**config.mk**
```make
export PLATFORM = sky130hd
export DESIGN_NAME = physics_scheduler
export DESIGN_NICKNAME = d
export VERILOG_FILES = /design/src/rtl/physics_scheduler.sv
export SDC_FILE = /design/constraint.sdc
export NUM_CORES = 1
export LEC_CHECK = 0
export ABC_AREA = 1
export CAP_MARGIN = 0
export CORE_MARGIN = 1
export CORE_UTILIZATION = 43
export CTS_CLUSTER_DIAMETER = 30
export CTS_CLUSTER_SIZE = 16
export DETAILED_ROUTE_END_ITERATION = 16
export PLACE_DENSITY = 0.74
export SLEW_MARGIN = 20
export SYNTH_ARGS = -nofsm -noshare
export SYNTH_HDL_FRONTEND = slang
export SYNTH_SLANG_ARGS = --single-unit
```
**constraint.sdc**
```tcl
create_clock -name Clk -period 10.9 [get_ports Clk]
set_clock_uncertainty 0.05 [all_clocks]
set_input_delay 2.18 -clock Clk [delete_from_list [all_inputs] [get_ports Clk]]
set_output_delay 2.18 -clock Clk [all_outputs]
set_load 0.02 [all_outputs]
```
**src/rtl/physics_scheduler.sv**
```systemverilog
// Frame-rate scheduler that time-shares one physics unit across N_OBJ sprites,
// applies clamped motion and owns the sprite position register file.
module physics_scheduler #(
    parameter int N_OBJ    = 4,
    parameter int W        = 21,
    parameter int OBJ_SIZE = 32,
    parameter int INIT_X   = 64,
    parameter int INIT_Y   = 0,
    parameter int TIMEOUT  = 15
) (
    input  logic                     Clk,
    input  logic                     Reset,
    input  logic                     frame_tick,
    input  logic [N_OBJ-1:0]         enable,
    input  logic signed [W-1:0]      Left_X,
    input  logic signed [W-1:0]      Right_X,
    input  logic signed [W-1:0]      Ceiling_Y,
    input  logic signed [W-1:0]      Ground_Y,
    output logic                     pu_req,
    output logic [$clog2(N_OBJ)-1:0] pu_idx,
    output logic signed [W-1:0]      pu_x,
    output logic signed [W-1:0]      pu_y,
    input  logic                     pu_ack,
    input  logic signed [W-1:0]      pu_dx,
    input  logic signed [W-1:0]      pu_dy,
    output logic [N_OBJ*W-1:0]       obj_x,
    output logic [N_OBJ*W-1:0]       obj_y,
    output logic                     busy,
    output logic                     frame_done,
    output logic [7:0]               overrun_cnt,
    output logic [7:0]               timeout_cnt
);

    localparam int IW = $clog2(N_OBJ);
    localparam int CW = $clog2(N_OBJ + 1);
    localparam int TW = $clog2(TIMEOUT + 1);
    localparam logic signed [W+1:0] SIZE_E = (W+2)'(OBJ_SIZE);

    typedef enum logic [2:0] {IDLE, SCAN, REQ, APPLY, DONE} state_t;

    state_t              state;
    logic [CW-1:0]       idx;
    logic [TW-1:0]       wait_cnt;
    logic signed [W-1:0] pos_x [N_OBJ];
    logic signed [W-1:0] pos_y [N_OBJ];
    logic signed [W-1:0] dx_p0;
    logic signed [W-1:0] dy_p0;
    logic signed [W-1:0] cur_x;
    logic signed [W-1:0] cur_y;
    logic signed [W-1:0] nx;
    logic signed [W-1:0] ny;
    logic                en_cur;

    function automatic logic signed [W+1:0] sext(input logic signed [W-1:0] v);
        return {{2{v[W-1]}}, v};
    endfunction

    // Two guard bits keep pos+delta+OBJ_SIZE free of wrap-around; upper clamp
    // first so the lower bound wins when the playfield is narrower than a sprite.
    function automatic logic signed [W-1:0] clamp_axis(
        input logic signed [W-1:0] pos,
        input logic signed [W-1:0] delta,
        input logic signed [W-1:0] lo,
        input logic signed [W-1:0] hi
    );
        logic signed [W+1:0] n;
        n = sext(pos) + sext(delta);
        if (n + SIZE_E > sext(hi))
            n = sext(hi) - SIZE_E;
        if (n < sext(lo))
            n = sext(lo);
        return n[W-1:0];
    endfunction

    function automatic logic [7:0] sat_inc(input logic [7:0] v);
        return (v == 8'hFF) ? v : v + 8'd1;
    endfunction

    function automatic logic signed [W-1:0] init_x(input int i);
        return W'(INIT_X + 2 * OBJ_SIZE * i);
    endfunction

    always_comb begin
        cur_x = '0;
        cur_y = '0;
        for (int i = 0; i < N_OBJ; i++) begin
            if (idx == CW'(i)) begin
                cur_x = pos_x[i];
                cur_y = pos_y[i];
            end
        end
    end

    assign en_cur = |(enable & (N_OBJ'(1) << idx));
    assign nx     = clamp_axis(cur_x, dx_p0, Left_X, Right_X);
    assign ny     = clamp_axis(cur_y, dy_p0, Ceiling_Y, Ground_Y);

    assign pu_req     = (state == REQ);
    assign pu_idx     = idx[IW-1:0];
    assign pu_x       = cur_x;
    assign pu_y       = cur_y;
    assign busy       = (state != IDLE);
    assign frame_done = (state == DONE);

    for (genvar g = 0; g < N_OBJ; g++) begin : g_flat
        assign obj_x[g*W +: W] = pos_x[g];
        assign obj_y[g*W +: W] = pos_y[g];
    end

    // Motion latch: the value captured on the final REQ cycle is what APPLY uses.
    always_ff @(posedge Clk) begin
        if (state == REQ) begin
            dx_p0 <= pu_ack ? pu_dx : '0;
            dy_p0 <= pu_ack ? pu_dy : '0;
        end
    end

    always_ff @(posedge Clk or posedge Reset) begin
        if (Reset) begin
            state       <= IDLE;
            idx         <= '0;
            wait_cnt    <= '0;
            overrun_cnt <= '0;
            timeout_cnt <= '0;
            for (int i = 0; i < N_OBJ; i++) begin
                pos_x[i] <= init_x(i);
                pos_y[i] <= W'(INIT_Y);
            end
        end else begin
            if (frame_tick && state != IDLE)
                overrun_cnt <= sat_inc(overrun_cnt);
            case (state)
                IDLE: begin
                    if (frame_tick) begin
                        idx   <= '0;
                        state <= SCAN;
                    end
                end
                SCAN: begin
                    if (idx == CW'(N_OBJ)) begin
                        state <= DONE;
                    end else if (en_cur) begin
                        wait_cnt <= '0;
                        state    <= REQ;
                    end else begin
                        idx <= idx + CW'(1);
                    end
                end
                REQ: begin
                    if (pu_ack) begin
                        state <= APPLY;
                    end else if (wait_cnt == TW'(TIMEOUT - 1)) begin
                        timeout_cnt <= sat_inc(timeout_cnt);
                        state       <= APPLY;
                    end else begin
                        wait_cnt <= wait_cnt + TW'(1);
                    end
                end
                APPLY: begin
                    for (int i = 0; i < N_OBJ; i++) begin
                        if (idx == CW'(i)) begin
                            pos_x[i] <= nx;
                            pos_y[i] <= ny;
                        end
                    end
                    idx   <= idx + CW'(1);
                    state <= SCAN;
                end
                DONE: begin
                    state <= IDLE;
                end
                default: begin
                    state <= IDLE;
                end
            endcase
        end
    end

endmodule
```
==> impl_metrics.ini, run 1 <==
[run_status]
status = complete, no violations

[cells_and_area]
antenna_cells = 0
drive_gt1_share_pct = 7.708
area_growth_pct = 33.87
final_nets = 3185
seqCellArea_um2 = 6122
n_fill_cell = 3795
multi_input_area_um2 = 10390

[worst_setup_path]
worst_setup_path_end_kind = register
slowest_stage = o21ai_0
arrival_ns = 10.62
start_kind = register
worst_ep_required_time_ns = 11.34
crit_path_max_fanout = 35
slowest_delay_ns = 0.65
worst-setup-path-type = register to register

[cts]
clockBufferDepth = 3
clock_sinks = 236
htree_levels = 2
holdBufCountCts = 0
insertion_delay_ns = 0.60
clock-root-buffer = clkbuf_16
clk_pin_slew_ns = 0.05
cts_tree = done
numCtsBuffers = 55

[detailed_routing]
wl_per_cell_um = 21.48
vias_per_cell = 5.657
drc_errors = 0
drtIter0Drc = 2001
antenna_left = 0
drt_wl_total_um = 74700
via_count = 19670
drtPass1Iterations = 7

[hold_path]
min_path_type = register to register

[sta]
slew_headroom_pct = 24.01
worst_slew_pin_slew_ns = 1.140
slew_viol_final = 0
max_freq_ghz = 0.09816
finalCritPeriodShare_pct = 93.46
fin_tns_setup_ns = 0
rsz0062_at_grt = no
hold_violations = 0
fin_crit_ns = 10.19
final-setup-viol-count = 0

[placement]
numPortBuffers = 364
place_congestion = 0.9766
hpwl_um = 55300

[global_routing]
grt_usage_pct = 34.06
grt_max_degree = 144
antenna_found_initial = 1
overflow = 0
grt_pass1_wl_um = 113100
grt_pass1_vias = 19240

[yosys]
synth_cell_types = 50
synth_ff_type = dfrtp_1
synth_cells = 2537
synth_area_um2 = 18120
synth.avg_cell_area_um2 = 7.142
synth-seq-area-share_pct = 33.79
ys_async_sr_fraction_pct = 82.20
synth_warnings = 0
synth_nets = 2824
synth-edff-count = 42
synth-seq-cells = 236

[die]
initial_core_util_pct = 43.98
die_area_um2 = 42960
fp-row-count = 74
die_w_um = 207.3
core_um2 = 41200
num_io_pins = 365
die_y_um = 207.3

[job]
drv_cap = 0
==> cells by family after synthesis <==
| group | Yosys count | synth area share [%] |
|---|---|---|
| multiplexers | 1 | 0.06215 |
| adder cells (fa/ha/maj) | 153 | 10.65 |
| buffers and inverters | 419 | 9.157 |
| XOR/XNOR | 82 | 3.964 |
| AO/OA/AOI/OAI | 343 | 10.39 |
| AND/OR/NAND/NOR | 1303 | 31.99 |
| flip-flops | 236 | 33.79 |
==> path summary, 6_finish.rpt <==
check / from / to / slack (ns) / cells after the start
worst max register to register: idx[0] / obj_y[45] / 0.71 / 38
worst min-delay path: overrun_cnt[3] / overrun_cnt[3] / 0.45 / 1
worst min register to register: overrun_cnt[3] / overrun_cnt[3] / 0.45 / 1
min in group asynchronous: Reset / overrun_cnt[7] / 2.08 / 2
worst max-delay path: idx[0] / obj_y[45] / 0.71 / 38
max in group asynchronous: Reset / obj_x[45] / 7.48 / 3
==> Yosys cell counts (7+ instances only) <==
cell type,n,share of area [%]
a31oi_1,48,1.7
inv_1,321,6.7
a21oi_1,87,2.4
a21boi_0,7,0.29
xor2_1,65,3.1
nand3_1,276,7.6
edfxtp_1,42,7.0
nor3_1,20,0.55
nand2_1,769,16
nand4_1,25,0.86
ha_1,151,10
buf_4,9,0.37
xnor2_1,17,0.82
nand2_2,8,0.28
nand3_2,52,2.9
nor2_1,118,2.4
o21ai_0,165,4.6
or2_2,11,0.38
dfrtp_1,189,26
clkbuf_1,70,1.5
==> what timing repair did <==
item	in CTS	in global routing
resized for setup	0	3
endpoints found under the setup margin	0	84
buffers inserted	0	0
==> sequential cells by signal, summed over array words and instances, names as in the netlist <==
name / cells
obj_x: 84
obj_y: 84
dx_p0: 21
dy_p0: 21
overrun_cnt: 8
timeout_cnt: 8
wait_cnt: 4
idx: 3
state: 3
==> through the flow <==
step	setup WS, ns	area [um2]	cells	util (%)	hold WS, ns
2_1_floorplan	3.394	18120	2537	-	0.4161
3_3_place_gp	0.6895	22280	3373	54.08	0.4363
3_5_place_dp	0.7420	22280	3373	54.08	0.4376
4_1_cts	0.6266	24240	3477	58.84	0.4514
5_1_grt	0.02084	24260	3477	58.87	0.4754
6_report	0.7127	24260	3477	58.87	0.4549
==> per-layer routing <==
layer | GRT usage (%) | routed length (um) | vias up
li1 | - | - | 9064
met4 | 13.36 | 2798 | 2
met1 | 43.91 | 30090 | 9156
met5 | 0 | 12 | -
met2 | 55.62 | 33830 | 1260
met3 | 7.489 | 7967 | 186
==> layout make-up <==
class	instances	share of cell area [%]
timing repair buffer	395	15.96
clock buffer	68	6.345
sequential	236	25.24
clock inverter	36	1.733
inverter	328	5.143
tap	532	2.744
multi-input combinational	1882	42.84
==> placed cells by master, fill, tap and decap left out, types with 42 or more instances in the layout <==
cell type / instances
a21oi_1: 87
a31oi_1: 48
clkbuf_16: 58
clkdlybuf4s50_1: 363
dfrtp_1: 189
edfxtp_1: 42
ha_1: 150
inv_1: 319
nand2_1: 768
nand3_1: 276
nand3_2: 52
nor2_1: 113
o21ai_0: 164
xor2_1: 65
==> critical path: cells and delay by family (launching register included) <==
kind	cells	cell delay, ns
buffers and inverters	4	1.56
AO/OA/AOI/OAI	13	3.56
XOR/XNOR	1	0.46
adder cells (fa/ha/maj)	5	1.56
AND/OR/NAND/NOR	15	2.45
flip-flops	1	0.41
Power of run 1 is left out: the tool's default activity adds up to more than one toggle a clock period on the data nets, which glitch-free logic cannot reach.
==> inputs of run 2 (changes only) <==
--- a/config.mk
+++ b/config.mk
@@ -8,5 +8,5 @@
 export ABC_AREA = 1
 export CAP_MARGIN = 0
-export CORE_MARGIN = 1
+export CORE_MARGIN = 3
 export CORE_UTILIZATION = 43
 export CTS_CLUSTER_DIAMETER = 30
==> constraint.sdc (replaced) <==
create_clock -name Clk -period 10.9 [get_ports Clk]
set_clock_uncertainty 0.05 [all_clocks]
set_input_delay 1.09 -clock Clk [delete_from_list [all_inputs] [get_ports Clk]]
set_output_delay 1.09 -clock Clk [all_outputs]
set_load 0.02 [all_outputs]
==> run 2 against run 1 <==
Register-to-register slack improved by 0.05 ns. Cell count increased by 0.12%. Highest routed layer unchanged. Design area grew 0.44%. Critical path type unchanged.
==> impl_metrics.ini, run 2 (synthesized netlist as in run 1, its figures left out) <==
[detailed_routing]
drtIter0Drc = 2204
antenna_left = 0
vias_per_cell = 5.693
wl_per_cell_um = 21.45
drtPass1Iterations = 6
drt_wl_total_um = 74660
drc_errors = 0
via_count = 19820

[cells_and_area]
drive_gt1_share_pct = 7.666
layout_commonest_cell = nand2_1
final_cell_mix = 768 x nand2_1, 363 x clkdlybuf4s50_1, 319 x inv_1
final_nets = 3188
area_growth_pct = 34.46

[cts]
clockBufferDepth = 3
cts_tree = done
insertion_delay_ns = 0.63
numCtsBuffers = 59
clk_pin_slew_ns = 0.05
htree_levels = 2
clock_sinks = 236
clock-root-buffer = clkbuf_16

[hold_path]
holdPathEnd = timeout_cnt[7]
worstHoldPathCells = 1
hold_start = timeout_cnt[7]
min_path_type = register to register

[sta]
hold_violations = 0
worst_slew_pin_slew_ns = 1.106
final-setup-viol-count = 0
fin_tns_setup_ns = 0
finalCritPeriodShare_pct = 92.98
slew_viol_final = 0
fin_crit_ns = 10.13
setup_slack_ns = 0.7655
rsz0062_at_grt = no
slew_headroom_pct = 26.27
max_freq_ghz = 0.09867

[global_routing]
grt_max_degree = 120
grt_pass1_vias = 19880
overflow = 0
grt_pass1_wl_um = 113600
grt_usage_pct = 32.76
antenna_found_initial = 6

[placement]
place_congestion = 0.9982
hpwl_um = 55700
numPortBuffers = 364
post-place-ws_ns = 0.7313

[job]
drv_cap = 0

[worst_setup_path]
worst-setup-path-type = register to register
start_kind = register
timing.rr.end = obj_y[66]
worst_setup_path_end_kind = register
r2r_start = idx[0]
r2r_slack_ns = 0.77
worst_ep_required_time_ns = 11.34
slowest_delay_ns = 0.57
slowest_stage = clkinv_1
cpMostUsedCell = nand2_1
crit_path_max_fanout = 35
rr_worst_depth = 41
arrival_ns = 10.57

[die]
die_area_um2 = 44640
num_io_pins = 365
die_y_um = 211.3
die_w_um = 211.3
core_um2 = 41200
fp-row-count = 74
initial_core_util_pct = 43.98

[run_status]
status = complete, no violations
-- run 2: worst max-delay path, delay by kind of cell, from the launching register on --
kind,cells,cell delay (ns)
buffers and inverters,5,1.75
XOR/XNOR,1,0.51
flip-flops,1,0.40
adder cells (fa/ha/maj),5,1.72
AO/OA/AOI/OAI,12,2.80
AND/OR/NAND/NOR,18,2.74
-- run 2: area by class of cell --
class | instances | area, um2
Tap cell | 532 | 665.6
Sequential cell | 236 | 6122
Inverter | 328 | 1242
Antenna cell | 1 | 2.502
Clock inverter | 29 | 415.4
Clock buffer | 79 | 1663
Multi-Input combinational cell | 1882 | 10390
Timing Repair Buffer | 394 | 3866
Fill cell | 3711 | 16840
-- run 2: layer usage --
metal / vias up / GRT usage (%) / part of all wire [%]
met1: 9284 / 42.74 / 40
met4: 8 / 15.54 / 5.1
met3: 266 / 8.481 / 11
li1: 9050 / - / -
met2: 1209 / 51.04 / 44
met5: - / 0 / 0.063
-- run 2: worst max-delay path by stage --
| stage | slack, ns | end | depth (start not counted) | start |
|---|---|---|---|---|
| 6_report | 0.77 | obj_y[66] | 41 | idx[0] |
| 3_5_place_dp | 0.73 | obj_y[66] | 39 | idx[0] |
| 5_1_grt | 0.15 | obj_y[45] | 45 | idx[0] |
| 2_1_floorplan | 3.50 | obj_x[0] | 45 | idx[1] |
| 4_1_cts | 0.69 | obj_y[66] | 39 | idx[0] |
| 3_3_place_gp | 0.78 | obj_y[54] | 39 | idx[0] |
-- run 2: metrics by stage --
| stage | hold WS, ns | cells | instance area (um2) | util [%] |
|---|---|---|---|---|
| 4_1_cts | 0.4432 | 3480 | 24350 | 59.11 |
| 5_1_grt | 0.4708 | 3480 | 24360 | 59.12 |
| 2_1_floorplan | 0.4161 | 2537 | 18120 | - |
| 3_5_place_dp | 0.4341 | 3372 | 22280 | 54.06 |
| 3_3_place_gp | 0.4375 | 3372 | 22280 | 54.06 |
| 6_report | 0.4412 | 3481 | 24360 | 59.13 |
-- run 2: timing repair --
action                                  in CTS  in global routing
hold buffers                                 0                  0
endpoints found under the setup margin       0                 80
setup buffers                                0                  0
gates resized for setup                      0                  1
Power of run 2 is left out for the same reason.
==> inputs of run 3 (changes only) <==
- GPL_TIMING_DRIVEN: not set -> 1
- SETUP_SLACK_MARGIN: not set -> 0.4
==> run 3 against run 2 <==
Worst setup slack better by 0.37 ns. Critical endpoint is now obj_x[20]. Flip-flop and latch count stayed put. Register-to-register slack better by 0.37 ns. Via count hardly changed. Cell count hardly changed.
==> impl_metrics.ini, run 3 (synthesized netlist as in run 1, its figures left out) <==
[sta]
final-setup-viol-count = 0
worst_slew_pin_slew_ns = 1.024
slew_headroom_pct = 31.00
fin_crit_ns = 9.763
hold_violations = 0
slew_viol_final = 0
rsz0062_at_grt = no
max_freq_ghz = 0.1024
finalCritPeriodShare_pct = 89.57
fin_tns_setup_ns = 0

[cells_and_area]
drive_gt1_share_pct = 7.765
final_cell_mix = 768 x nand2_1, 363 x clkdlybuf4s50_1, 318 x inv_1
layout_commonest_cell = nand2_1
final_nets = 3189
area_growth_pct = 34.58

[worst_setup_path]
crit_path_max_fanout = 43
slowest_delay_ns = 0.58
worst_ep_required_time_ns = 11.32
start_kind = register
worst_setup_path_end_kind = register
worst-setup-path-type = register to register
critPathBufInv = 6
arrival_ns = 10.18
startpoint = idx[1]
cpLargestDelayFamily = simple AND/OR/NAND/NOR gates
slowest_stage = a21boi_0
r2r_start = idx[1]
cpMostUsedCell = nand2_1

[detailed_routing]
drtPass1Iterations = 8
drc_errors = 0
antenna_left = 0
vias_per_cell = 5.693
via_count = 19820
drt_wl_total_um = 74710
drtIter0Drc = 2068
wl_per_cell_um = 21.46

[die]
core_um2 = 41200
die_w_um = 211.3
die_area_um2 = 44640
initial_core_util_pct = 43.98
fp-row-count = 74
num_io_pins = 365
die_y_um = 211.3

[global_routing]
overflow = 0
grt_pass1_vias = 19880
antenna_found_initial = 6
grt_usage_pct = 32.76
grt_max_degree = 120
grt_pass1_wl_um = 113600

[job]
drv_cap = 0

[run_status]
status = complete, no violations

[placement]
numPortBuffers = 364
place_congestion = 0.9982
hpwl_um = 55700

[cts]
htree_levels = 2
clockBufferDepth = 3
clock-root-buffer = clkbuf_16
numCtsBuffers = 59
clk_pin_slew_ns = 0.05
cts_tree = done
clock_sinks = 236
insertion_delay_ns = 0.63

[hold_path]
hold_start = timeout_cnt[7]
min_path_type = register to register
## run 3: cell types whose count changed in the layout (fill, tap and decap cells not counted)
cell	previous run	this run
inv_4	5	6
nand2_4	0	1
inv_1	319	318
nand2_2	9	8
clkinvlp_4	2	5
clkinv_1	5	4
inv_2	2	1
## run 3: worst reg2reg max path: cells and delay by family (launching register included)
kind / cells / cell delay (ns)
adder cells (fa/ha/maj): 5 / 1.34
buffers and inverters: 6 / 1.13
AND/OR/NAND/NOR: 21 / 3.66
flip-flops: 1 / 0.41
AO/OA/AOI/OAI: 9 / 2.38
XOR/XNOR: 2 / 0.62
## run 3: per-layer routing
layer | global-route usage, % | part of all wire [%] | up-vias | wire [um]
li1 | - | - | 9057 | -
met1 | 42.74 | 40 | 9323 | 29980
met2 | 51.04 | 44 | 1189 | 32930
met3 | 8.481 | 11 | 248 | 8114
met4 | 15.54 | 4.9 | 6 | 3660
met5 | 0 | 0.046 | - | 34
## run 3: cell type report
cell class | instances | area, um2
flip-flops and latches | 236 | 6122
diodes | 1 | 2.502
well taps | 532 | 665.6
clock buffers | 79 | 1663
fillers | 3707 | 16820
inverters | 328 | 1252
repair inverters | 1 | 7.507
multi-input cells | 1882 | 10390
repair buffers | 394 | 3866
clock inverters | 29 | 415.4
## run 3: final timing paths
path	to	slack [ns]	depth (start not counted)
max	obj_x[20]	1.14	43
min	timeout_cnt[7]	0.44	1
min in group asynchronous	obj_x[19]	1.00	2
max in group asynchronous	obj_x[47]	8.27	3
min reg2reg	timeout_cnt[7]	0.44	1
max reg2reg	obj_x[20]	1.14	43
## run 3: what timing repair did
action | CTS | global route
endpoints found under the hold margin | 0 | 0
gates resized for setup | 0 | 7
endpoints found under the setup margin | 0 | 84
hold buffers | 0 | 0
setup buffers | 0 | 0
## run 3: metrics by stage
step                instances  area [um2]  setup slack, ns  util, %  hold WS [ns]
floorplan                2537       18120            3.504        -        0.4161
global placement         3372       22280           0.7761    54.06        0.4375
detailed placement       3372       22280           0.7313    54.06        0.4341
CTS                      3480       24350           0.6890    59.11        0.4432
global route             3481       24380           0.5364    59.18        0.4708
finish                   3482       24380            1.137    59.18        0.4412
Power of run 3 is left out for the same reason.
